File: config.mk
export PLATFORM = sky130hd
export DESIGN_NAME = sobel_frame_ctrl_flat
export DESIGN_NICKNAME = d
export VERILOG_FILES = /design/src/rtl/sobel_frame_ctrl_if.sv /design/src/rtl/sobel_frame_ctrl.sv /design/src/flat_wrapper.sv
export SDC_FILE = /design/constraint.sdc
export NUM_CORES = 1
export LEC_CHECK = 0
export CAP_MARGIN = 20
export CORE_UTILIZATION = 55
export CTS_CLUSTER_DIAMETER = 120
export DETAILED_ROUTE_END_ITERATION = 10
export GPL_ROUTABILITY_DRIVEN = 0
export PLACE_DENSITY = 0.81
export REMOVE_ABC_BUFFERS = 1
export SYNTH_ARGS = -nofsm -noshare
export SYNTH_HDL_FRONTEND = slang
export SYNTH_SLANG_ARGS = --single-unit
File: constraint.sdc
create_clock -name clk -period 4.4 [get_ports clk]
set_clock_uncertainty 0.05 [all_clocks]
set_input_delay 0.66 -clock clk [delete_from_list [all_inputs] [get_ports clk]]
set_output_delay 0.66 -clock clk [all_outputs]
set_load 0.005 [all_outputs]
File: src/rtl/sobel_frame_ctrl_if.sv
// Stream-side bundle of the Sobel frame controller: the source pixel handshake,
// the Sobel core pixel/clock-enable/edge link, and the marked edge output stream.
// The slave modport is the controller. The master modport is its surroundings:
// the pixel source, the Sobel core and the edge sink.
interface sobel_frame_ctrl_if #(
    parameter int PIX_W = 8
);
    logic             s_valid;
    logic [PIX_W-1:0] s_pixel;
    logic             s_ready;
    logic [PIX_W-1:0] core_pixel;
    logic             core_ce;
    logic             core_edge;
    logic             m_valid;
    logic             m_edge;
    logic             m_sof;
    logic             m_eol;
    logic             m_eof;

    modport master (
        output s_valid, s_pixel, core_edge,
        input  s_ready, core_pixel, core_ce,
        input  m_valid, m_edge, m_sof, m_eol, m_eof
    );

    modport slave (
        input  s_valid, s_pixel, core_edge,
        output s_ready, core_pixel, core_ce,
        output m_valid, m_edge, m_sof, m_eol, m_eof
    );
endinterface

File: src/rtl/sobel_frame_ctrl.sv
// Frame sequencer for the Sobel edge core.
// It accepts one raster frame and gates the core with a clock enable. A tag pipe
// runs in step with the core pipeline. When a tag that belongs to a real pixel
// leaves the pipe, the controller emits the matching core_edge. That edge is
// border-masked and carries the SOF/EOL/EOF markers. At frame end the controller
// clocks dummy pixels through the core until the tag pipe holds no real tag.
module sobel_frame_ctrl #(
    parameter int IMG_W    = 256,
    parameter int IMG_H    = 256,
    parameter int PIX_W    = 8,
    parameter int CORE_LAT = 2
) (
    input  logic           clk,
    input  logic           rst,
    input  logic           start,
    output logic           busy,
    output logic           done,
    sobel_frame_ctrl_if.slave bus
);
    localparam int CW = (IMG_W > 1) ? $clog2(IMG_W) : 1;
    localparam int RW = (IMG_H > 1) ? $clog2(IMG_H) : 1;
    localparam logic [CW-1:0] COL_ZERO = CW'(0);
    localparam logic [CW-1:0] COL_ONE  = CW'(1);
    localparam logic [CW-1:0] COL_LAST = CW'(IMG_W - 1);
    localparam logic [RW-1:0] ROW_ZERO = RW'(0);
    localparam logic [RW-1:0] ROW_ONE  = RW'(1);
    localparam logic [RW-1:0] ROW_LAST = RW'(IMG_H - 1);

    typedef enum logic [1:0] {
        S_IDLE   = 2'd0,
        S_STREAM = 2'd1,
        S_FLUSH  = 2'd2,
        S_DONE   = 2'd3
    } state_t;

    state_t           state_r;
    logic [CW-1:0]    in_col_r;
    logic [RW-1:0]    in_row_r;
    logic [CW-1:0]    out_col_r;
    logic [RW-1:0]    out_row_r;
    logic             ce_real_r;     // the pixel now presented on core_pixel is a real pixel
    logic [CORE_LAT:1] tp_r;         // tp_r[k]=1: core stage k holds a real pixel
    logic             s_ready_r;
    logic             core_ce_r;
    logic [PIX_W-1:0] core_pixel_r;
    logic             m_valid_r;
    logic             m_edge_r;
    logic             m_sof_r;
    logic             m_eol_r;
    logic             m_eof_r;
    logic             busy_r;
    logic             done_r;

    logic hs_s;
    logic last_in_s;
    logic emit_s;
    logic pipe_empty_s;
    logic out_eol_s;

    // The output position lies on the outermost ring of the frame.
    function automatic logic is_border(input logic [RW-1:0] row, input logic [CW-1:0] col);
        return (row == ROW_ZERO) || (row == ROW_LAST) || (col == COL_ZERO) || (col == COL_LAST);
    endfunction

    assign hs_s         = bus.s_valid & s_ready_r;
    assign last_in_s    = (in_col_r == COL_LAST) && (in_row_r == ROW_LAST);
    assign emit_s       = core_ce_r & tp_r[CORE_LAT];
    assign pipe_empty_s = ~ce_real_r && (tp_r == {CORE_LAT{1'b0}});
    assign out_eol_s    = (out_col_r == COL_LAST);

    // Frame FSM: input handshake, input raster counters and core pixel/enable drive.
    always_ff @(posedge clk) begin
        if (!rst) begin
            state_r      <= S_IDLE;
            in_col_r     <= COL_ZERO;
            in_row_r     <= ROW_ZERO;
            ce_real_r    <= 1'b0;
            s_ready_r    <= 1'b0;
            core_ce_r    <= 1'b0;
            core_pixel_r <= {PIX_W{1'b0}};
            busy_r       <= 1'b0;
            done_r       <= 1'b0;
        end else begin
            case (state_r)
                S_IDLE: begin
                    core_ce_r <= 1'b0;
                    ce_real_r <= 1'b0;
                    done_r    <= 1'b0;
                    if (start) begin
                        state_r   <= S_STREAM;
                        s_ready_r <= 1'b1;
                        busy_r    <= 1'b1;
                        in_col_r  <= COL_ZERO;
                        in_row_r  <= ROW_ZERO;
                    end else begin
                        s_ready_r <= 1'b0;
                        busy_r    <= 1'b0;
                    end
                end
                S_STREAM: begin
                    if (hs_s) begin
                        core_pixel_r <= bus.s_pixel;
                        core_ce_r    <= 1'b1;
                        ce_real_r    <= 1'b1;
                        if (in_col_r == COL_LAST) begin
                            in_col_r <= COL_ZERO;
                            in_row_r <= in_row_r + ROW_ONE;
                        end else begin
                            in_col_r <= in_col_r + COL_ONE;
                        end
                        if (last_in_s) begin
                            state_r   <= S_FLUSH;
                            s_ready_r <= 1'b0;
                        end
                    end else begin
                        core_ce_r <= 1'b0;
                        ce_real_r <= 1'b0;
                    end
                end
                S_FLUSH: begin
                    core_pixel_r <= {PIX_W{1'b0}};
                    ce_real_r    <= 1'b0;
                    if (pipe_empty_s) begin
                        state_r   <= S_DONE;
                        core_ce_r <= 1'b0;
                        done_r    <= 1'b1;
                    end else begin
                        core_ce_r <= 1'b1;
                    end
                end
                S_DONE: begin
                    state_r <= S_IDLE;
                    done_r  <= 1'b0;
                    busy_r  <= 1'b0;
                end
                default: begin
                    state_r   <= S_IDLE;
                    s_ready_r <= 1'b0;
                    core_ce_r <= 1'b0;
                    ce_real_r <= 1'b0;
                    busy_r    <= 1'b0;
                    done_r    <= 1'b0;
                end
            endcase
        end
    end

    // Tag pipe tracking the core stages, plus the marked, border-masked edge output.
    always_ff @(posedge clk) begin
        if (!rst) begin
            tp_r      <= {CORE_LAT{1'b0}};
            out_col_r <= COL_ZERO;
            out_row_r <= ROW_ZERO;
            m_valid_r <= 1'b0;
            m_edge_r  <= 1'b0;
            m_sof_r   <= 1'b0;
            m_eol_r   <= 1'b0;
            m_eof_r   <= 1'b0;
        end else begin
            if (core_ce_r) begin
                tp_r[1] <= ce_real_r;
                for (int k = 2; k <= CORE_LAT; k++) begin
                    tp_r[k] <= tp_r[k-1];
                end
            end
            if (emit_s) begin
                m_valid_r <= 1'b1;
                m_edge_r  <= bus.core_edge & ~is_border(out_row_r, out_col_r);
                m_sof_r   <= (out_row_r == ROW_ZERO) && (out_col_r == COL_ZERO);
                m_eol_r   <= out_eol_s;
                m_eof_r   <= out_eol_s && (out_row_r == ROW_LAST);
                if (out_eol_s) begin
                    out_col_r <= COL_ZERO;
                    out_row_r <= out_row_r + ROW_ONE;
                end else begin
                    out_col_r <= out_col_r + COL_ONE;
                end
            end else begin
                m_valid_r <= 1'b0;
                m_edge_r  <= 1'b0;
                m_sof_r   <= 1'b0;
                m_eol_r   <= 1'b0;
                m_eof_r   <= 1'b0;
                if ((state_r == S_IDLE) && start) begin
                    out_col_r <= COL_ZERO;
                    out_row_r <= ROW_ZERO;
                end
            end
        end
    end

    assign bus.s_ready    = s_ready_r;
    assign bus.core_pixel = core_pixel_r;
    assign bus.core_ce    = core_ce_r;
    assign bus.m_valid    = m_valid_r;
    assign bus.m_edge     = m_edge_r;
    assign bus.m_sof      = m_sof_r;
    assign bus.m_eol      = m_eol_r;
    assign bus.m_eof      = m_eof_r;
    assign busy           = busy_r;
    assign done           = done_r;
endmodule

File: src/flat_wrapper.sv
// flat-port wrapper written by rule: the top's interface ports become plain ports
module sobel_frame_ctrl_flat 
#(
    parameter int IMG_W    = 256,
    parameter int IMG_H    = 256,
    parameter int PIX_W    = 8,
    parameter int CORE_LAT = 2
)
  (clk, rst, start, busy, done, bus_s_valid, bus_s_pixel, bus_core_edge, bus_s_ready, bus_core_pixel, bus_core_ce, bus_m_valid, bus_m_edge, bus_m_sof, bus_m_eol, bus_m_eof);
  sobel_frame_ctrl_if #(.PIX_W(PIX_W)) bus_i ();
  input  logic clk;
  input  logic rst;
  input  logic start;
  output logic busy;
  output logic done;
  input wire logic [$bits(bus_i.s_valid)-1:0] bus_s_valid;
  input wire logic [$bits(bus_i.s_pixel)-1:0] bus_s_pixel;
  input wire logic [$bits(bus_i.core_edge)-1:0] bus_core_edge;
  output wire logic [$bits(bus_i.s_ready)-1:0] bus_s_ready;
  output wire logic [$bits(bus_i.core_pixel)-1:0] bus_core_pixel;
  output wire logic [$bits(bus_i.core_ce)-1:0] bus_core_ce;
  output wire logic [$bits(bus_i.m_valid)-1:0] bus_m_valid;
  output wire logic [$bits(bus_i.m_edge)-1:0] bus_m_edge;
  output wire logic [$bits(bus_i.m_sof)-1:0] bus_m_sof;
  output wire logic [$bits(bus_i.m_eol)-1:0] bus_m_eol;
  output wire logic [$bits(bus_i.m_eof)-1:0] bus_m_eof;
  assign bus_i.s_valid = bus_s_valid;
  assign bus_i.s_pixel = bus_s_pixel;
  assign bus_i.core_edge = bus_core_edge;
  assign bus_s_ready = bus_i.s_ready;
  assign bus_core_pixel = bus_i.core_pixel;
  assign bus_core_ce = bus_i.core_ce;
  assign bus_m_valid = bus_i.m_valid;
  assign bus_m_edge = bus_i.m_edge;
  assign bus_m_sof = bus_i.m_sof;
  assign bus_m_eol = bus_i.m_eol;
  assign bus_m_eof = bus_i.m_eof;
  sobel_frame_ctrl #(.IMG_W(IMG_W), .IMG_H(IMG_H), .PIX_W(PIX_W), .CORE_LAT(CORE_LAT)) u_core (.clk(clk), .rst(rst), .start(start), .busy(busy), .done(done), .bus(bus_i));
endmodule
==> results.json, run 1 <==
{
  "outcome": "finished clean",
  "cts_resized": 0,
  "grt_pass1_wl_um": 9720,
  "hold_path_class": "reg2reg",
  "swShare_pct": 34.1,
  "routed_via_density": 6.16,
  "p_per_area_nw_per_um2": 386,
  "period_needed_ns": 2.63,
  "yosys_register_bits": 54,
  "route.top_layer_used": "met4",
  "p_sw_mw": 0.398,
  "cp.required_ns": 4.53,
  "tightest_slew_ns": 0.878,
  "cts_buffers": 5,
  "wl_met1_um": 2580,
  "dr_wl_met2_um": 2800,
  "finalCritPeriodShare_pct": 59.9,
  "n_antenna_cell": 0,
  "max_freq_ghz": 0.380,
  "grt_start_max_net_pins": 24,
  "antenna_found_initial": 0,
  "htree_num_levels": 2,
  "dr_wl_met3_um": 208,
  "drt_iter0_drc": 157,
  "finalMaxSlewViolations": 0,
  "start_kind": "register",
  "crit_path_max_fanout": 13,
  "syn-instance-count": 304,
  "grt_usage_pct": 24.0,
  "cellInternalPower_mw": 0.768,
  "drive_gt1_share_pct": 7.85,
  "synth-edff-count": 0,
  "dieHeight_um": 70.9,
  "ys_warn_count": 0,
  "dr_total_vias": 2360,
  "rsz0062_at_grt": "no",
  "portBuffers": 29,
  "hold_ws_ns": 0.437,
  "ir_drop_v": 0.000245,
  "dr.pass1.iters": 6,
  "ant_nets": 0,
  "cts.clk_slew.worst_paths_ns": 0.09,
  "postCtsHoldBufs": 0,
  "io_pins": 30,
  "fill_cells": 368,
  "grt_pass1_vias": 2260,
  "ys_seq_area_share_pct": 41.4,
  "seqPwrFrac_pct": 46.3,
  "clk_latency_ns": 0.31,
  "tns_ns": 0,
  "hold_viol_final": 0,
  "fp.dieW_um": 70.9,
  "cts_setup_buffers": 0,
  "syn_area_per_cell_um2": 8.59,
  "synth_cell_types": 50,
  "p_clk_share_pct": 24.8,
  "wl_per_cell_um": 14.8,
  "max_slew_margin_pct": 41.0,
  "synthArstFlopShare_pct": 0,
  "pre_cts_ws_ns": 1.65,
  "worstPathArrival_ns": 2.77,
  "syn_to_final_growth_pct": 15.6,
  "criticalPathCategory": "reg2reg",
  "start_util_pct": 58.7,
  "cts_max_path_buffers": 2,
  "pwr-share-comb_pct": 28.9,
  "setup_viol": 0,
  "drcViolationCount": 0,
  "dieArea_um2": 5020,
  "crit_path_end_kind": "register",
  "clockRootBuffer": "clkbuf_8",
  "core.rowCount": 24,
  "p_leak_nw": 1.07,
  "layout.nets": 354,
  "core_um2": 4440,
  "cts_tree": "done",
  "synth_area_um2": 2610,
  "cts_sinks": 54,
  "setup_slack_ns": 1.77,
  "cap_violations": 0,
  "routed_wl_um": 5680,
  "grt-ovfl-total": 0,
  "hpwl_um": 3870,
  "synth-main-ff-cell": "dfxtp_1"
}
-- synth_stat cells, types with 3 or more instances --
cell      number  area, µm²
nor4_1         3       18.8
clkbuf_1       8       30.0
a21oi_1       24        120
and3_1         7       43.8
dfxtp_1       54       1080
o21ai_0       15       75.1
xnor2_1        4       35.0
or3_1          4       25.0
a21o_1         3       22.5
a31oi_1        7       43.8
mux2i_1        4       40.0
a22oi_1        9       67.6
o31ai_1        3       22.5
nor4b_1        4       35.0
nand4_1        4       25.0
nand3_1       17       85.1
or4_1          4       30.0
nand2_1       31        116
o221a_2        5       56.3
o211ai_1       3       22.5
inv_1         10       37.5
nor2_1        27        101
ha_1          11        138
nor3_1         9       45.0
-- flip-flops by register name, summed over array words and instances (netlist names) --
name	count
u_core.bus.m_sof	1
u_core.out_col_r	8
u_core.done	1
u_core.bus.m_valid	1
u_core.ce_real_r	1
u_core.tp_r	2
u_core.in_row_r	8
u_core.out_row_r	8
u_core.bus.core_ce	1
u_core.bus.core_pixel	8
u_core.state_r	2
u_core.bus.s_ready	1
u_core.busy	1
u_core.bus.m_eof	1
u_core.bus.m_edge	1
u_core.bus.m_eol	1
u_core.in_col_r	8
-- cell type report --
cell class	count	area (µm²)	area share (%)
well taps	52	65.1	2.16
clock inverters	2	12.5	0.415
multi-input cells	227	1430	47.3
repair buffers	30	298	9.87
clock buffers	6	82.6	2.74
inverters	12	50.0	1.66
flip-flops and latches	54	1080	35.8
-- path summary, 6_finish.rpt --
path | startpoint | end | slack, ns | depth (start not counted)
min | u_core.done | u_core.done | 0.44 | 2
max | u_core.state_r[1] | u_core.in_col_r[3] | 1.77 | 6
max reg2reg | u_core.state_r[1] | u_core.in_col_r[3] | 1.77 | 6
min reg2reg | u_core.done | u_core.done | 0.44 | 2
-- power by group through the flow --
stage	Sequential, mW	Clock [mW]	Combinational [mW]
6_report	0.540	0.289	0.337
5_1_grt	0.543	0.312	0.371
4_1_cts	0.539	0.292	0.336
3_5_place_dp	0.550	0	0.334
3_3_place_gp	0.549	0	0.328
2_1_floorplan	0.546	0	0.234
-- worst max-delay path, stage by stage, from the launching register on --
cell	delay (ns)
dfxtp_1	0.42
inv_1	0.09
ha_1	0.38
a21boi_1	0.27
or3_1	0.59
o21ai_0	0.58
nor2_1	0.11
-- metal layers --
metal	GRT usage (%)	vias up
li1	-	1170
met1	28.9	1128
met2	42.2	55
met3	4.84	7
met4	8.89	0
met5	0	-
-- through the flow --
| stage | instance area [µm²] | utilization, % | cells | power (mW) |
|---|---|---|---|---|
| finish | 3020 | 67.9 | 383 | 1.17 |
| global route | 3020 | 67.9 | 383 | 1.23 |
| CTS | 3020 | 67.9 | 383 | 1.17 |
| detailed placement | 2920 | 65.7 | 375 | 0.884 |
| global placement | 2920 | 65.7 | 375 | 0.878 |
| floorplan | 2560 | - | 293 | 0.780 |
-- cell usage in the layout, fill, tap and decap left out, types with 5 or more instances in the layout --
| cell type | instances |
|---|---|
| nor3_1 | 9 |
| clkdlybuf4s50_1 | 29 |
| o21ai_0 | 15 |
| ha_1 | 11 |
| a21oi_1 | 24 |
| dfxtp_1 | 54 |
| o221a_2 | 5 |
| and3_1 | 7 |
| nand2_1 | 31 |
| nor2_1 | 27 |
| a22oi_1 | 9 |
| inv_1 | 10 |
| nand3_1 | 17 |
| clkbuf_8 | 6 |
| a31oi_1 | 7 |
-- cells by family (layout without fill, tap and decap cells) --
family / Yosys count / count (layout) / synth area share, %
mux: 4 / 4 / 1.53
flops: 54 / 54 / 41.4
fa+ha+maj: 11 / 11 / 5.27
compound gates: 81 / 81 / 21.3
buf+inv: 23 / 50 / 3.88
simple gates: 126 / 126 / 24.9
xor+xnor: 5 / 5 / 1.68
(Power assumes the default switching activity.)
==> run 2: changes to the inputs <==
==> constraint.sdc (replaced) <==
create_clock -name clk -period 2.7 [get_ports clk]
set_clock_uncertainty 0.05 [all_clocks]
set_input_delay 0.405 -clock clk [delete_from_list [all_inputs] [get_ports clk]]
set_output_delay 0.405 -clock clk [all_outputs]
set_load 0.005 [all_outputs]
==> results.json, run 2 (synthesis results as in run 1) <==
{
  "criticalPathCategory": "reg2reg",
  "ant_nets": 0,
  "dr.pass1.iters": 6,
  "crit_path_end_kind": "register",
  "grt_pass1_vias": 2134,
  "hold_viol_final": 0,
  "start_kind": "register",
  "max_freq_ghz": 0.413,
  "max_slew_margin_pct": 57.7,
  "core_um2": 4440,
  "cts_buffers": 5,
  "htree_num_levels": 2,
  "ir_drop_v": 0.000550,
  "outcome": "finished clean",
  "fp.dieW_um": 70.9,
  "antenna_found_initial": 0,
  "grt-ovfl-total": 0,
  "final_cell_mix": "dfxtp_1 (54), nand2_1 (31), clkdlybuf4s50_1 (29), nor2_1 (27), a21oi_1 (24)",
  "cts_setup_buffers": 0,
  "finalMaxSlewViolations": 0,
  "worstPathArrival_ns": 2.60,
  "setup_viol": 0,
  "cts_sinks": 54,
  "dieArea_um2": 5020,
  "clockRootBuffer": "clkbuf_8",
  "cap_violations": 0,
  "drt_iter0_drc": 164,
  "n_antenna_cell": 0,
  "p_sw_mw": 0.647,
  "portBuffers": 29,
  "cts_tree": "done",
  "p_leak_nw": 1.10,
  "period_needed_ns": 2.42,
  "cellInternalPower_mw": 1.24,
  "grt_usage_pct": 24.0,
  "instances_no_fill": 388,
  "swShare_pct": 34.2,
  "syn_to_final_growth_pct": 16.7,
  "core.rowCount": 24,
  "layout.nets": 359,
  "wl_per_cell_um": 14.7,
  "cts.clk_slew.worst_paths_ns": 0.09,
  "hpwl_um": 4050,
  "seqPwrFrac_pct": 46.5,
  "dr_total_vias": 2343,
  "dp_cells": 380,
  "p_clk_share_pct": 23.7,
  "finalCritPeriodShare_pct": 89.7,
  "clk_latency_ns": 0.31,
  "cp.required_ns": 2.88,
  "p_per_area_nw_per_um2": 621,
  "grt_start_max_net_pins": 23,
  "drive_gt1_share_pct": 8.93,
  "start_util_pct": 58.7,
  "rsz0062_at_grt": "no",
  "tightest_slew_ns": 0.634,
  "final_common_cell": "dfxtp_1",
  "postCtsHoldBufs": 0,
  "pwr-share-comb_pct": 29.8,
  "hold_path_class": "reg2reg",
  "drcViolationCount": 0,
  "cts_max_path_buffers": 2,
  "total_power_mw": 1.89,
  "tns_ns": 0,
  "r2r.worst_path.cells": 6,
  "grt_pass1_wl_um": 9600,
  "routed_via_density": 6.04,
  "dieHeight_um": 70.9,
  "io_pins": 30,
  "min_delay_path_depth": 2,
  "cts_resized": 0,
  "routed_wl_um": 5710,
  "crit_path_max_fanout": 13
}
## run 2: cell types whose count changed in the layout (fill, tap and decap cells not counted), sizes merged
cell and change:
buf +5, clkinv +1, clkinvlp -1
## run 2: path summary, 6_finish.rpt
kind | from | endpoint | slack, ns
worst min-delay path | u_core.ce_real_r | u_core.ce_real_r | 0.45
worst min register to register | u_core.ce_real_r | u_core.ce_real_r | 0.45
worst max register to register | u_core.state_r[0] | u_core.in_col_r[5] | 0.28
worst max-delay path | u_core.state_r[0] | u_core.in_col_r[5] | 0.28
## run 2: through the flow
step | hold slack [ns] | cell area (µm²) | setup slack (ns) | util (%)
finish | 0.446 | 3050 | 0.278 | 68.5
global route | 0.468 | 3050 | 0.150 | 68.5
CTS | 0.446 | 3050 | 0.287 | 68.5
detailed placement | 0.428 | 2960 | 0.193 | 66.6
global placement | 0.423 | 2960 | 0.248 | 66.6
floorplan | 0.398 | 2560 | 0.405 | -
## run 2: critical path: stages (launching register included)
cell and delay (ns):
dfxtp_1 0.42, inv_1 0.08, ha_1 0.29, nor2b_2 0.24, or3_1 0.53, or4_1 0.55, a21oi_1 0.18
## run 2: cell type report
| type | instances | area, µm² |
|---|---|---|
| Inverter | 12 | 50.0 |
| Clock buffer | 6 | 72.6 |
| Clock inverter | 2 | 13.8 |
| Fill cell | 364 | 1400 |
| Tap cell | 52 | 65.1 |
| Multi-Input combinational cell | 227 | 1430 |
| Timing Repair Buffer | 35 | 335 |
| Sequential cell | 54 | 1080 |
## run 2: routing by layer
metal  global-route usage (%)  vias to the layer above  wire (µm)
li1                         -                     1178          -
met1                     31.4                     1097       2610
met2                     39.4                       62       2800
met3                     5.13                        6        235
met4                     8.44                        0         60
met5                        0                        -          0
## run 2: power groups by stage
stage	clock network (mW)	registers, mW	logic [mW]
after global routing	0.491	0.883	0.623
final	0.448	0.879	0.563
after global placement	0	0.894	0.547
after CTS	0.456	0.878	0.558
after detailed placement	0	0.896	0.556
after floorplan	0	0.889	0.382
==> run 3: changes to the inputs <==
--- a/config.mk
+++ b/config.mk
@@ -6,11 +6,11 @@
 export NUM_CORES = 1
 export LEC_CHECK = 0
 export CAP_MARGIN = 20
-export CORE_UTILIZATION = 55
+export CORE_UTILIZATION = 50
 export CTS_CLUSTER_DIAMETER = 120
 export DETAILED_ROUTE_END_ITERATION = 10
 export GPL_ROUTABILITY_DRIVEN = 0
-export PLACE_DENSITY = 0.81
+export PLACE_DENSITY = 0.78
 export REMOVE_ABC_BUFFERS = 1
 export SYNTH_ARGS = -nofsm -noshare
 export SYNTH_HDL_FRONTEND = slang
==> constraint.sdc (replaced) <==
create_clock -name clk -period 1.98 [get_ports clk]
set_clock_uncertainty 0.05 [all_clocks]
set_input_delay 0.297 -clock clk [delete_from_list [all_inputs] [get_ports clk]]
set_output_delay 0.297 -clock clk [all_outputs]
set_load 0.005 [all_outputs]
==> results.json, run 3 (synthesis results as in run 1) <==
{
  "outcome": "complete, but fails checks",
  "violations": "negative setup slack",
  "fp.dieW_um": 74.3,
  "p_sw_mw": 0.975,
  "layout.nets": 387,
  "p_clk_share_pct": 24.2,
  "ant_nets": 0,
  "cts_buffers": 5,
  "hpwl_um": 4310,
  "worstPathArrival_ns": 2.17,
  "finalMaxSlewViolations": 0,
  "crit_path_end_kind": "register",
  "r2r.worst_path.cells": 6,
  "pwr-share-comb_pct": 36.3,
  "cap_violations": 0,
  "min_delay_path_depth": 2,
  "setup_slack_ns": -0.00794,
  "period_needed_ns": 1.99,
  "final_cell_mix": "dfxtp_1 (48), buf_4 (32), nand2_1 (31), clkdlybuf4s50_1 (29), nor2_1 (27)",
  "grt_pass1_vias": 2226,
  "rsz0062_at_grt": "yes",
  "core_um2": 4880,
  "cts_tree": "done",
  "syn_to_final_growth_pct": 29.6,
  "cts_max_path_buffers": 2,
  "fill_cells": 413,
  "min_to": "u_core.ce_real_r",
  "drt_iter0_drc": 254,
  "crit_path_max_fanout": 8,
  "criticalPathCategory": "reg2reg",
  "routed_via_density": 5.74,
  "io_pins": 30,
  "hold_viol_final": 0,
  "swShare_pct": 32.1,
  "ir_drop_v": 0.000977,
  "setup_viol": 1,
  "core.rowCount": 25,
  "cellInternalPower_mw": 2.07,
  "fin_area_um2": 3380,
  "grt_usage_pct": 23.4,
  "start_util_pct": 53.5,
  "n_antenna_cell": 0,
  "place_area_um2": 3180,
  "grt_start_max_net_pins": 23,
  "htree_num_levels": 2,
  "start_kind": "register",
  "total_power_mw": 3.04,
  "reg2reg_from": "u_core.state_r[1]",
  "dr.pass1.iters": 4,
  "hold_start": "u_core.ce_real_r",
  "grt_pass1_wl_um": 9990,
  "dr_total_vias": 2476,
  "clockRootBuffer": "clkbuf_8",
  "drcViolationCount": 0,
  "cts.clk_slew.worst_paths_ns": 0.10,
  "finalCritPeriodShare_pct": 100,
  "cp.required_ns": 2.17,
  "routed_wl_um": 6000,
  "hold_path_class": "reg2reg",
  "antenna_found_initial": 0,
  "p_per_area_nw_per_um2": 899,
  "max_freq_ghz": 0.503,
  "grt-ovfl-total": 0,
  "seqPwrFrac_pct": 39.5,
  "pre_cts_ws_ns": -0.223,
  "clk_latency_ns": 0.31,
  "portBuffers": 29,
  "cts_sinks": 54,
  "r2r_setup_slack_ns": -0.008,
  "r2r-end": "u_core.in_col_r[6]",
  "p_leak_nw": 1.24,
  "tightest_slew_ns": 0.640,
  "max_slew_margin_pct": 57.3,
  "wl_per_cell_um": 13.9,
  "drive_gt1_share_pct": 20.6,
  "final_common_cell": "dfxtp_1",
  "dieHeight_um": 74.3,
  "dieArea_um2": 5510
}
run 3: changes by cell type in the layout (fill, tap and decap cells not counted), sizes merged:
cell      previous run  this run
buf                  6        34
bufinv               0         1
clkbuf               6         5
clkinv               3         1
clkinvlp             0         2
run 3: worst max-delay path, cell delays in order, from the launching register on:
cell	delay [ns]
dfxtp_1	0.35
inv_2	0.07
ha_4	0.17
a21boi_1	0.14
or3_4	0.45
or4_1	0.53
a21oi_1	0.16
run 3: worst max path at each step:
stage,startpoint,slack (ns),cells past startpoint,endpoint
2_1_floorplan,u_core.state_r[1],-0.32,6,u_core.in_col_r[5]
3_3_place_gp,bus_s_valid,-0.15,5,u_core.in_row_r[2]
3_5_place_dp,bus_s_valid,-0.22,5,u_core.in_col_r[6]
4_1_cts,u_core.in_row_r[1],0.006,5,u_core.state_r[1]
5_1_grt,u_core.in_row_r[0],-0.06,5,u_core.state_r[1]
6_report,u_core.state_r[1],-0.008,6,u_core.in_col_r[6]
run 3: per-stage QoR:
stage	cells	util (%)	TNS (ns)	hold WS, ns
finish	431	69.3	-0.00794	0.433
global route	431	69.3	-0.159	0.462
CTS	431	67.9	0	0.435
detailed placement	422	65.2	-1.75	0.420
global placement	422	65.2	-1.17	0.417
floorplan	293	-	-3.20	0.369
run 3: metal layers:
metal / GRT usage (%) / share of wire [%] / vias up
met1: 30.0 / 46 / 1148
met3: 5.83 / 6.2 / 14
li1: - / - / 1237
met2: 38.0 / 46 / 77
met4: 8.81 / 1.9 / 0
met5: 0 / 0 / -
run 3: cell type report:
cell class	instances	area (µm²)	share of cell area, %
multi-input combinational	227	1490	44.0
sequential	54	1090	32.3
timing repair buffer	63	553	16.3
tap	67	83.8	2.48
clock buffer	5	68.8	2.03
inverter	12	50.0	1.48
clock inverter	3	45.0	1.33
run 3: power groups by stage:
stage | Sequential [mW] | Combinational (mW) | Clock [mW]
2_1_floorplan | 1.21 | 0.520 | 0
3_3_place_gp | 1.21 | 0.962 | 0
3_5_place_dp | 1.21 | 0.983 | 0
4_1_cts | 1.19 | 1.03 | 0.761
5_1_grt | 1.21 | 1.22 | 0.806
6_report | 1.20 | 1.10 | 0.737
run 3: timing repair:
item                                    CTS  global route
endpoints found under the setup margin   10            15
hold endpoints to repair                  0             0
buffers inserted                          1             0
pin swaps                                 1             8
hold buffers                              0             0
gates resized for setup                   4            20
